<file path="src/rtl/voxguard_pkg.sv">
`default_nettype none
// ============================================================================
// Package     : voxguard_pkg
// Description : Shared types and constants for the receive audio path
//               (jitter buffer state, sample/counter widths, silence value).
// Revision    : 1.0 - initial release
// ============================================================================
package voxguard_pkg;

  localparam int AUDIO_W = 16;
  localparam int CNT_W   = 16;

  localparam logic [AUDIO_W-1:0] SILENCE_SAMPLE = 16'h0000;

  // FILL: holding playback until the prefill level is reached.
  // PLAY: draining the FIFO towards the DAC.
  typedef enum logic [0:0] {
    JB_FILL = 1'b0,
    JB_PLAY = 1'b1
  } jb_state_t;

  // Increment that sticks at all-ones instead of wrapping.
  function automatic logic [CNT_W-1:0] sat_inc(input logic [CNT_W-1:0] v);
    return (&v) ? v : v + CNT_W'(1);
  endfunction

endpackage
`default_nettype wire

</file>
<file path="src/rtl/rx_jitter_buffer_if.sv">
`default_nettype none
// ============================================================================
// Interface   : rx_jitter_buffer_if
// Description : Sample-in strobe and DAC valid/ready bus of the jitter
//               buffer. master = source/sink side, slave = the buffer.
// Revision    : 1.0 - initial release
// ============================================================================
interface rx_jitter_buffer_if;
  import voxguard_pkg::*;

  logic [AUDIO_W-1:0] wr_data;
  logic               wr_valid;
  logic [AUDIO_W-1:0] dac_data;
  logic               dac_valid;
  logic               dac_ready;

  modport master (
    output wr_data,
    output wr_valid,
    output dac_ready,
    input  dac_data,
    input  dac_valid
  );

  modport slave (
    input  wr_data,
    input  wr_valid,
    input  dac_ready,
    output dac_data,
    output dac_valid
  );

endinterface
`default_nettype wire

</file>
<file path="src/rtl/rx_jitter_buffer_jb_ram.sv">
`default_nettype none
// ============================================================================
// Module      : jb_ram
// Description : DEPTH x WIDTH simple dual-port storage. One synchronous write
//               port, one asynchronous read port so the FIFO head is visible
//               the cycle after it is written. Contents are not reset.
// Revision    : 1.0 - initial release
// ============================================================================
module jb_ram #(
  parameter int DEPTH = 64,
  parameter int WIDTH = 16,
  parameter int AW    = $clog2(DEPTH)
) (
  input  logic             clk,
  input  logic             i_we,
  input  logic [AW-1:0]    i_waddr,
  input  logic [WIDTH-1:0] i_wdata,
  input  logic [AW-1:0]    i_raddr,
  output logic [WIDTH-1:0] o_rdata
);

  logic [WIDTH-1:0] r_mem [DEPTH];

  // Write port: store the accepted sample at the write pointer.
  always_ff @(posedge clk) begin
    if (i_we) begin
      r_mem[i_waddr] <= i_wdata;
    end
  end

  assign o_rdata = r_mem[i_raddr];

endmodule
`default_nettype wire

</file>
<file path="src/rtl/rx_jitter_buffer.sv">
`default_nettype none
// ============================================================================
// Module      : rx_jitter_buffer
// Description : Receive audio jitter buffer. Bursty decrypted samples are
//               queued and played out to the I2S DAC over valid/ready. Output
//               is silence until PREFILL samples are buffered; an empty FIFO
//               at a DAC handshake is an underrun (silence, back to FILL);
//               writes on a full FIFO are dropped. Both events are tallied
//               in saturating counters. flush empties the buffer.
// Revision    : 1.0 - initial release
// ============================================================================
module rx_jitter_buffer
  import voxguard_pkg::*;
#(
  parameter  int DEPTH   = 64,
  parameter  int PREFILL = 16,
  localparam int AW      = $clog2(DEPTH)
) (
  input  logic                 clk,
  input  logic                 rst,
  input  logic                 i_flush,
  rx_jitter_buffer_if.slave    bus,
  output logic [AW:0]          o_level,
  output logic                 o_playing,
  output logic [CNT_W-1:0]     o_underrun_cnt,
  output logic [CNT_W-1:0]     o_overflow_cnt
);

  localparam logic [AW:0]   c_LVL_FULL    = (AW+1)'(DEPTH);
  localparam logic [AW:0]   c_LVL_PREFILL = (AW+1)'(PREFILL);
  localparam logic [AW:0]   c_LVL_ONE     = (AW+1)'(1);
  localparam logic [AW-1:0] c_PTR_ONE     = AW'(1);

  jb_state_t          r_state;
  logic [AW-1:0]      r_wr_ptr;
  logic [AW-1:0]      r_rd_ptr;
  logic [AW:0]        r_level;
  logic [AUDIO_W-1:0] r_dac_data;
  logic               r_dac_valid;
  logic [CNT_W-1:0]   r_underrun_cnt;
  logic [CNT_W-1:0]   r_overflow_cnt;

  logic [AUDIO_W-1:0] w_rd_data;
  logic               w_hs;
  logic               w_full;
  logic               w_empty;
  logic               w_wr_acc;
  logic               w_wr_drop;
  logic               w_pop;
  logic               w_underrun;

  // Event decode; flush masks every event in its cycle, including the
  // overflow tally of a coincident write on full.
  assign w_hs       = r_dac_valid & bus.dac_ready;
  assign w_full     = (r_level == c_LVL_FULL);
  assign w_empty    = (r_level == '0);
  assign w_wr_acc   = bus.wr_valid & ~w_full & ~i_flush;
  assign w_wr_drop  = bus.wr_valid &  w_full & ~i_flush;
  assign w_pop      = w_hs & (r_state == JB_PLAY) & ~w_empty & ~i_flush;
  assign w_underrun = w_hs & (r_state == JB_PLAY) &  w_empty & ~i_flush;

  jb_ram #(
    .DEPTH (DEPTH),
    .WIDTH (AUDIO_W),
    .AW    (AW)
  ) u_ram (
    .clk     (clk),
    .i_we    (w_wr_acc),
    .i_waddr (r_wr_ptr),
    .i_wdata (bus.wr_data),
    .i_raddr (r_rd_ptr),
    .o_rdata (w_rd_data)
  );

  // FIFO pointers and occupancy; pointers wrap naturally at DEPTH.
  always_ff @(posedge clk or posedge rst) begin
    if (rst) begin
      r_wr_ptr <= '0;
      r_rd_ptr <= '0;
      r_level  <= '0;
    end else if (i_flush) begin
      r_wr_ptr <= '0;
      r_rd_ptr <= '0;
      r_level  <= '0;
    end else begin
      if (w_wr_acc) begin
        r_wr_ptr <= r_wr_ptr + c_PTR_ONE;
      end
      if (w_pop) begin
        r_rd_ptr <= r_rd_ptr + c_PTR_ONE;
      end
      if (w_wr_acc && !w_pop) begin
        r_level <= r_level + c_LVL_ONE;
      end else if (!w_wr_acc && w_pop) begin
        r_level <= r_level - c_LVL_ONE;
      end
    end
  end

  // FILL/PLAY control: start once the registered level reaches PREFILL,
  // fall back to FILL on underrun or flush.
  always_ff @(posedge clk or posedge rst) begin
    if (rst) begin
      r_state <= JB_FILL;
    end else if (i_flush || w_underrun) begin
      r_state <= JB_FILL;
    end else if ((r_state == JB_FILL) && (r_level >= c_LVL_PREFILL)) begin
      r_state <= JB_PLAY;
    end
  end

  // DAC output register: loads only on a handshake; audio only when popping.
  always_ff @(posedge clk or posedge rst) begin
    if (rst) begin
      r_dac_data <= SILENCE_SAMPLE;
    end else if (w_hs) begin
      r_dac_data <= w_pop ? w_rd_data : SILENCE_SAMPLE;
    end
  end

  // dac_valid rises on the first edge out of reset and then stays high.
  always_ff @(posedge clk or posedge rst) begin
    if (rst) begin
      r_dac_valid <= 1'b0;
    end else begin
      r_dac_valid <= 1'b1;
    end
  end

  // Debug counters; survive flush, cleared only by reset.
  always_ff @(posedge clk or posedge rst) begin
    if (rst) begin
      r_underrun_cnt <= '0;
      r_overflow_cnt <= '0;
    end else begin
      if (w_underrun) begin
        r_underrun_cnt <= sat_inc(r_underrun_cnt);
      end
      if (w_wr_drop) begin
        r_overflow_cnt <= sat_inc(r_overflow_cnt);
      end
    end
  end

  assign bus.dac_data   = r_dac_data;
  assign bus.dac_valid  = r_dac_valid;
  assign o_level        = r_level;
  assign o_playing      = (r_state == JB_PLAY);
  assign o_underrun_cnt = r_underrun_cnt;
  assign o_overflow_cnt = r_overflow_cnt;

endmodule
`default_nettype wire
</file>
<file path="src/flat_wrapper.sv">
// flat-port wrapper written by rule: the top's interface ports become plain ports
module rx_jitter_buffer_flat import voxguard_pkg::*;
#(
  parameter  int DEPTH   = 64,
  parameter  int PREFILL = 16,
  localparam int AW      = $clog2(DEPTH)
)
  (clk, rst, i_flush, o_level, o_playing, o_underrun_cnt, o_overflow_cnt, bus_wr_data, bus_wr_valid, bus_dac_ready, bus_dac_data, bus_dac_valid);
  rx_jitter_buffer_if bus_i ();
  input  logic clk;
  input  logic rst;
  input  logic i_flush;
  output logic [AW:0] o_level;
  output logic o_playing;
  output logic [CNT_W-1:0] o_underrun_cnt;
  output logic [CNT_W-1:0] o_overflow_cnt;
  input wire logic [$bits(bus_i.wr_data)-1:0] bus_wr_data;
  input wire logic [$bits(bus_i.wr_valid)-1:0] bus_wr_valid;
  input wire logic [$bits(bus_i.dac_ready)-1:0] bus_dac_ready;
  output wire logic [$bits(bus_i.dac_data)-1:0] bus_dac_data;
  output wire logic [$bits(bus_i.dac_valid)-1:0] bus_dac_valid;
  assign bus_i.wr_data = bus_wr_data;
  assign bus_i.wr_valid = bus_wr_valid;
  assign bus_i.dac_ready = bus_dac_ready;
  assign bus_dac_data = bus_i.dac_data;
  assign bus_dac_valid = bus_i.dac_valid;
  rx_jitter_buffer #(.DEPTH(DEPTH), .PREFILL(PREFILL)) u_core (.clk(clk), .rst(rst), .i_flush(i_flush), .bus(bus_i), .o_level(o_level), .o_playing(o_playing), .o_underrun_cnt(o_underrun_cnt), .o_overflow_cnt(o_overflow_cnt));
endmodule
</file>
<file path="config.mk">
export PLATFORM = sky130hd
export DESIGN_NAME = rx_jitter_buffer_flat
export DESIGN_NICKNAME = d
export VERILOG_FILES = /design/src/rtl/voxguard_pkg.sv /design/src/rtl/rx_jitter_buffer_if.sv /design/src/rtl/rx_jitter_buffer_jb_ram.sv /design/src/rtl/rx_jitter_buffer.sv /design/src/flat_wrapper.sv
export SDC_FILE = /design/constraint.sdc
export NUM_CORES = 1
export LEC_CHECK = 0
export ABC_AREA = 0
export CAP_MARGIN = 5
export CELL_PAD_IN_SITES_DETAIL_PLACEMENT = 1
export CELL_PAD_IN_SITES_GLOBAL_PLACEMENT = 2
export CORE_ASPECT_RATIO = 2
export CORE_MARGIN = 8
export CORE_UTILIZATION = 44
export DETAILED_ROUTE_END_ITERATION = 6
export PLACE_DENSITY_LB_ADDON = 0.08
export SYNTH_ARGS = -nofsm -noshare
export SYNTH_HDL_FRONTEND = slang
export SYNTH_HIERARCHICAL = 1
export SYNTH_SLANG_ARGS = --single-unit
</file>
<file path="constraint.sdc">
create_clock -name clk -period 3.3 [get_ports clk]
set_input_delay 0.33 -clock clk [delete_from_list [all_inputs] [get_ports clk]]
set_output_delay 0.33 -clock clk [all_outputs]
set_load 0.03 [all_outputs]
</file>
## Word level (Yosys, flattened, before mapping)

Memory sizes are Yosys's and may differ from the RTL's.
Cells that the tools add are included.

| cells by class | value |
|---|---|
| add/subtract/negate cells | 6 |
| reductions and logical operators | 15 |
| bitwise gates (word level) | 16 |
| order comparisons | 1 |
| mux-type cells | 12 |
| eq/ne operators | 1 |

Operators with widths:

| cell | number |
|---|---|
| $add 16x1->16 const B | 2 |
| $reduce_and 16->1 | 2 |
| $mux 6 | 4 |
| $mux 7 | 3 |
| $mux 16 | 1 |
| $add 6x1->6 const B | 2 |
| $and 1x1->1 | 10 |
| $add 7x1->7 const B | 1 |
| $eq 7x7->1 const B | 1 |
| $ge 7x5->1 const B | 1 |
| $logic_not 7->1 | 1 |
| $sub 7x1->7 const B | 1 |
| $not 1->1 | 6 |
| $reduce_bool 2->1 | 3 |
| $mux 1 | 4 |
| $reduce_and 2->1 | 2 |
| $logic_and 1x1->1 | 3 |
| $reduce_bool 3->1 | 1 |
| $logic_not 1->1 | 2 |
| $logic_or 1x1->1 | 1 |

| word-level totals | value |
|---|---|
| memories kept | 1 |
| word-level logic and storage cells | 60 |
| input bits | 21 |
| output and inout port bits | 57 |
| memory bits (writable) | 1024 |
| bits in registers | 69 |

Memories:

| name | words | bits a word | rd ports | clocked after Yosys merged registers in | write ports | line | RTL |
|---|---|---|---|---|---|---|---|
| u_core.u_ram.r_mem | 64 | 16 | 1 | 0 | 1 | rx_jitter_buffer_jb_ram.sv:22 | `logic [WIDTH-1:0] r_mem [DEPTH];` |

## Logic depth before layout (Yosys ltp)

Gate-level depths: netlist (run 1).

| depth | value |
|---|---|
| depth after elaboration | 9 |
| depth in mapped cells | 11 |
| gate-level depth less buffers | 10 |

## Cells and area by module

Netlist (run 1), hierarchy kept.

Modules (own cells, without submodules):

| module | cells each | instances | area an instance (um^2) | seq. area each (um^2) |
|---|---|---|---|---|
| jb_ram | 1813 | 1 | 39721.8 | 30749.5 |
| rx_jitter_buffer | 305 | 1 | 3358.2 | 1726.7 |

## Least setup slack after synthesis (run 1)

Ideal clock, no wire load.

| timing path | value |
|---|---|
| path kind | register to register |
| start | reg u_core.r_level[4], in the netlist u_core/o_level[4] |
| end | reg u_core.r_level[6], in the netlist u_core/o_level[6] |
| clock period less this slack | 3250 ps |
| path buffers | 0 |
| data required time | 3172 ps |
| cell stages (with the launch flop) | 10 |
| path slack | 50 ps |
| arrival | 3123 ps |
| path through | dfrtp_1 > nor3_1 > a21oi_2 > or3_1 > ha_1 > nor2b_1 > o31a_1 > o22ai_1 > mux2i_1 > mux2_1 |

| on the way | value |
|---|---|
| cells in the longest elaborated chain, start to end | 8 |

Ends and longest elaborated chain:

| item | line | RTL |
|---|---|---|
| start, declared | rx_jitter_buffer.sv:37 | `logic [AW:0] r_level;` |
| start signal, assigned | rx_jitter_buffer.sv:93 | `r_level <= r_level + c_LVL_ONE;` |
| start signal, assigned | rx_jitter_buffer.sv:95 | `r_level <= r_level - c_LVL_ONE;` |
| parallel branches: the longest is 8 deep, another holds $sub 7x1->7 | n/a |  |

Parallel ways; which one is timed is not known. The select of a mux whose other input is x is not followed.
A chain may end at the register's enable or synchronous reset.

## Final worst setup path (run 1)

| timing path | value |
|---|---|
| start | reg u_core.r_level[2], in the netlist u_core/o_level[2] |
| end | reg u_core.r_level[6], in the netlist u_core/o_level[6] |

Same word-level chain as after synthesis.

==> results of run 1 <==
worst max-delay path, stage by stage (launching register included):
cell	delay, ps
dfrtp_1	400
nor4_4	60
buf_4	150
buf_4	160
a21bo_2	200
or3_4	370
buf_4	160
inv_1	60
fa_1	200
nor2b_1	70
o31a_1	260
o22ai_1	190
mux2i_1	230
mux2_1	330
state kept, by name, indices dropped and copies added (netlist names):
signal,cells
u_core/bus.dac_data,16
u_core/bus.dac_valid,1
u_core/o_level,7
u_core/o_overflow_cnt,16
u_core/o_playing,1
u_core/o_underrun_cnt,16
u_core/r_rd_ptr,6
u_core/r_wr_ptr,6
u_core/u_ram/r_mem,1024
layout make-up:
cell class,instances,area (µm²),share of cell area [%]
Antenna cell,1,2.502,0.005052
Clock buffer,119,2616,5.282
Clock inverter,63,583.1,1.177
Inverter,10,37.54,0.07578
Multi-Input combinational cell,905,9819,19.82
Sequential cell,1093,32490,65.59
Tap cell,1230,1539,3.107
Timing Repair Buffer,274,2445,4.936
logic make-up (layout without fill, tap and decap cells):
| kind of cell | Yosys count | in the layout | synth area share [%] |
|---|---|---|---|
| xor gates and xnor gates | 40 | 40 | 0.8132 |
| DFF | 1093 | 1093 | 75.39 |
| muxes | 346 | 346 | 14.67 |
| other | 1 | 2 | 0.008705 |
| AOI/OAI and AO/OA | 168 | 168 | 2.977 |
| buffers and inverters | 120 | 466 | 1.867 |
| adders and majority gates | 11 | 11 | 0.3369 |
| and+or+nand+nor | 339 | 339 | 3.941 |
per-stage QoR:
| stage | setup slack, ps | util (%) | hold slack [ps] | instance area, µm² | instances |
|---|---|---|---|---|---|
| 2_1_floorplan | 49.85 | - | 428.9 | 43080 | 2118 |
| 3_3_place_gp | 125.3 | 47.61 | 490.8 | 46320 | 3511 |
| 3_5_place_dp | 147.8 | 47.61 | 502.2 | 46320 | 3511 |
| 4_1_cts | 120.9 | 50.89 | 20.24 | 49520 | 3693 |
| 5_1_grt | 105.6 | 50.91 | 87.29 | 49530 | 3694 |
| 6_report | 298.3 | 50.91 | 69.67 | 49530 | 3695 |
synthesized netlist by cell type, types with 5 or more instances:
cell type	count
buf_2	36
edfxtp_1	1024
and4_1	6
a31oi_1	10
o21ai_0	7
xor2_1	21
mux2_2	27
nor2_1	106
a41oi_1	5
buf_4	14
mux4_2	220
mux2i_1	91
buf_12	5
a221o_1	6
a22o_1	22
a211o_1	9
a21oi_1	23
buf_6	18
a311oi_1	8
a22oi_1	39
nor2_2	6
dfrtp_1	69
xnor2_1	19
nor2b_1	34
ha_1	10
nand3_1	35
clkbuf_1	28
nand2_1	78
a211oi_1	10
nor3_1	7
inv_1	10
a221oi_1	16
nand4_1	28
and3_1	6
routing by layer:
metal  GRT usage, %  up-vias  part of all wire [%]
met5              0        -                     0
met4          8.129        0                   3.7
met3          2.955      147                   3.3
met2          40.50      448                    55
met1          24.71    11660                    38
li1               -     9225                     -
report_power, final:
| group | internal, mW | switching (mW) |
|---|---|---|
| clock network | 6.43 | 5.08 |
| logic | 1.23 | 1.59 |
| registers | 15.3 | 0.139 |
| total | 22.9 | 6.80 |
timing repair:
| action | CTS | global route |
|---|---|---|
| resized for setup | 0 | 1 |
| setup endpoints to repair | 0 | 1 |
| buffers inserted | 0 | 1 |
path summary, 6_finish.rpt:
kind                                              end  slack [ps]  depth (start not counted)
setup / recovery                    u_core/o_level[6]         300                         13
hold / removal               u_core/o_overflow_cnt[8]          70                          2
setup reg to reg                    u_core/o_level[6]         300                         13
hold reg to reg             u_core/o_overflow_cnt[15]         510                          1
max in group asynchronous          u_core/r_rd_ptr[0]        2390                          3
min in group clk           u_core/u_ram/r_mem[47][13]         130                          1
==> metrics.txt, run 1 <==
status=finished clean; Final Hold Vio Count=0; Worst EP required=3870 ps; distinct cell type count after synthesis=between 70 and 80; final HPWL from detailed placement=79070 µm; CP startpoint kind=register; DIE AREA=108800 µm²; Crit. End Element=register; clock skew=27.92 ps; R2R Path Start=u_core/o_level[2]; clk buf depth=3; cells after synthesis=around 2.1k; EDFF count, synth=approximately 1.0k; DRT Pass-1 Iters=5; initial antenna violation count=2; GPL Wtd Cong=0.8005; register bit total from synthesis=1093; DRT Wirelength=117100 µm; Vert. Die Dim=458.5 µm; Worst slew margin=about 28%; drt initial violations=1436; CTS Hold Buffers Added=0; Clock Latency Late Sink=700 ps; most common cell after layout, fill and taps aside=edfxtp_1; Worst Path Arrival=3570 ps; GRT Overall Usage=21.60%; Crit Path Class=reg -> reg; IO buf count=77; clock-pin transition on the worst setup and hold timing paths=roughly 70 ps; most area-hungry cell type in the Yosys netlist=edfxtp_1; VDD IR max=0.4145 mV; max-cap violations=0; mapped cell area=43080 µm²; Layout fillers=8739; Final Max Tran Viols=0; top_reg_cell synth=edfxtp_1; CTS tree=yes; Final Cycle Share=90.96%; worst-margin pin slew=about 1100 ps; Initial Utilization=44.28%; sequential cell area fraction in the yosys report=75.39%; Die X=237.3 µm; Min-Delay Path Class=in -> async; most frequent cells in the layout=edfxtp_1 (1024), mux4_2 (220), buf_4 (175), nor2_1 (106), clkbuf_16 (102); wire length per cell=31.70 µm; Pwr Density=600.7 nW/µm²; Syn Area/Cell=20.34 µm²; Mapped Nets=2150; Async SR Flop Fraction=6.313%; vias in the first global route=around 23k; Vias/cell=between 5 and 6; pin count of the biggest net entering global routing=47; total grt overflow=0; Nets=2415; Power Total=29.75 mW; H-tree depth=3; Core Region=97290 µm²; top cells by area, synth=edfxtp_1 (71%), mux4_2 (12%), dfrtp_1 (4.0%); Ports=78; Pleak=15.69 nW; Final Critical Period=approximately 3000 ps; Final ANT Viol Nets=0; Max Fclk=between 300 and 400 MHz; CTS Buf Count=99; CP startpoint=u_core/o_level[2]; first-pass GRT wire length=169500 µm; CTS root buffer=clkbuf_16; Row Count=162; Syn. warnings=6; RSZ-0062 raised after global routing=false; Area growth syn-to-layout=14.97%; top cell type's share of synthesized area=71.38%; Final Setup Violations=0; crit path max fanout=8; share of cells above drive strength 1=25.53%; final setup TNS=0 ps; clk sink count=1093; DRC viols=0; via count=21.48k
No activity file was read; power rests on OpenSTA's default activity.
==> inputs of run 2 (changes only) <==
--- a/config.mk
+++ b/config.mk
@@ -14,6 +14,7 @@
 export CORE_UTILIZATION = 44
 export DETAILED_ROUTE_END_ITERATION = 6
 export PLACE_DENSITY_LB_ADDON = 0.08
+export SLEW_MARGIN = 20
 export SYNTH_ARGS = -nofsm -noshare
 export SYNTH_HDL_FRONTEND = slang
 export SYNTH_HIERARCHICAL = 1
==> results of run 2 <==
Final layout, timing and power as in run 1 (identical DEF).
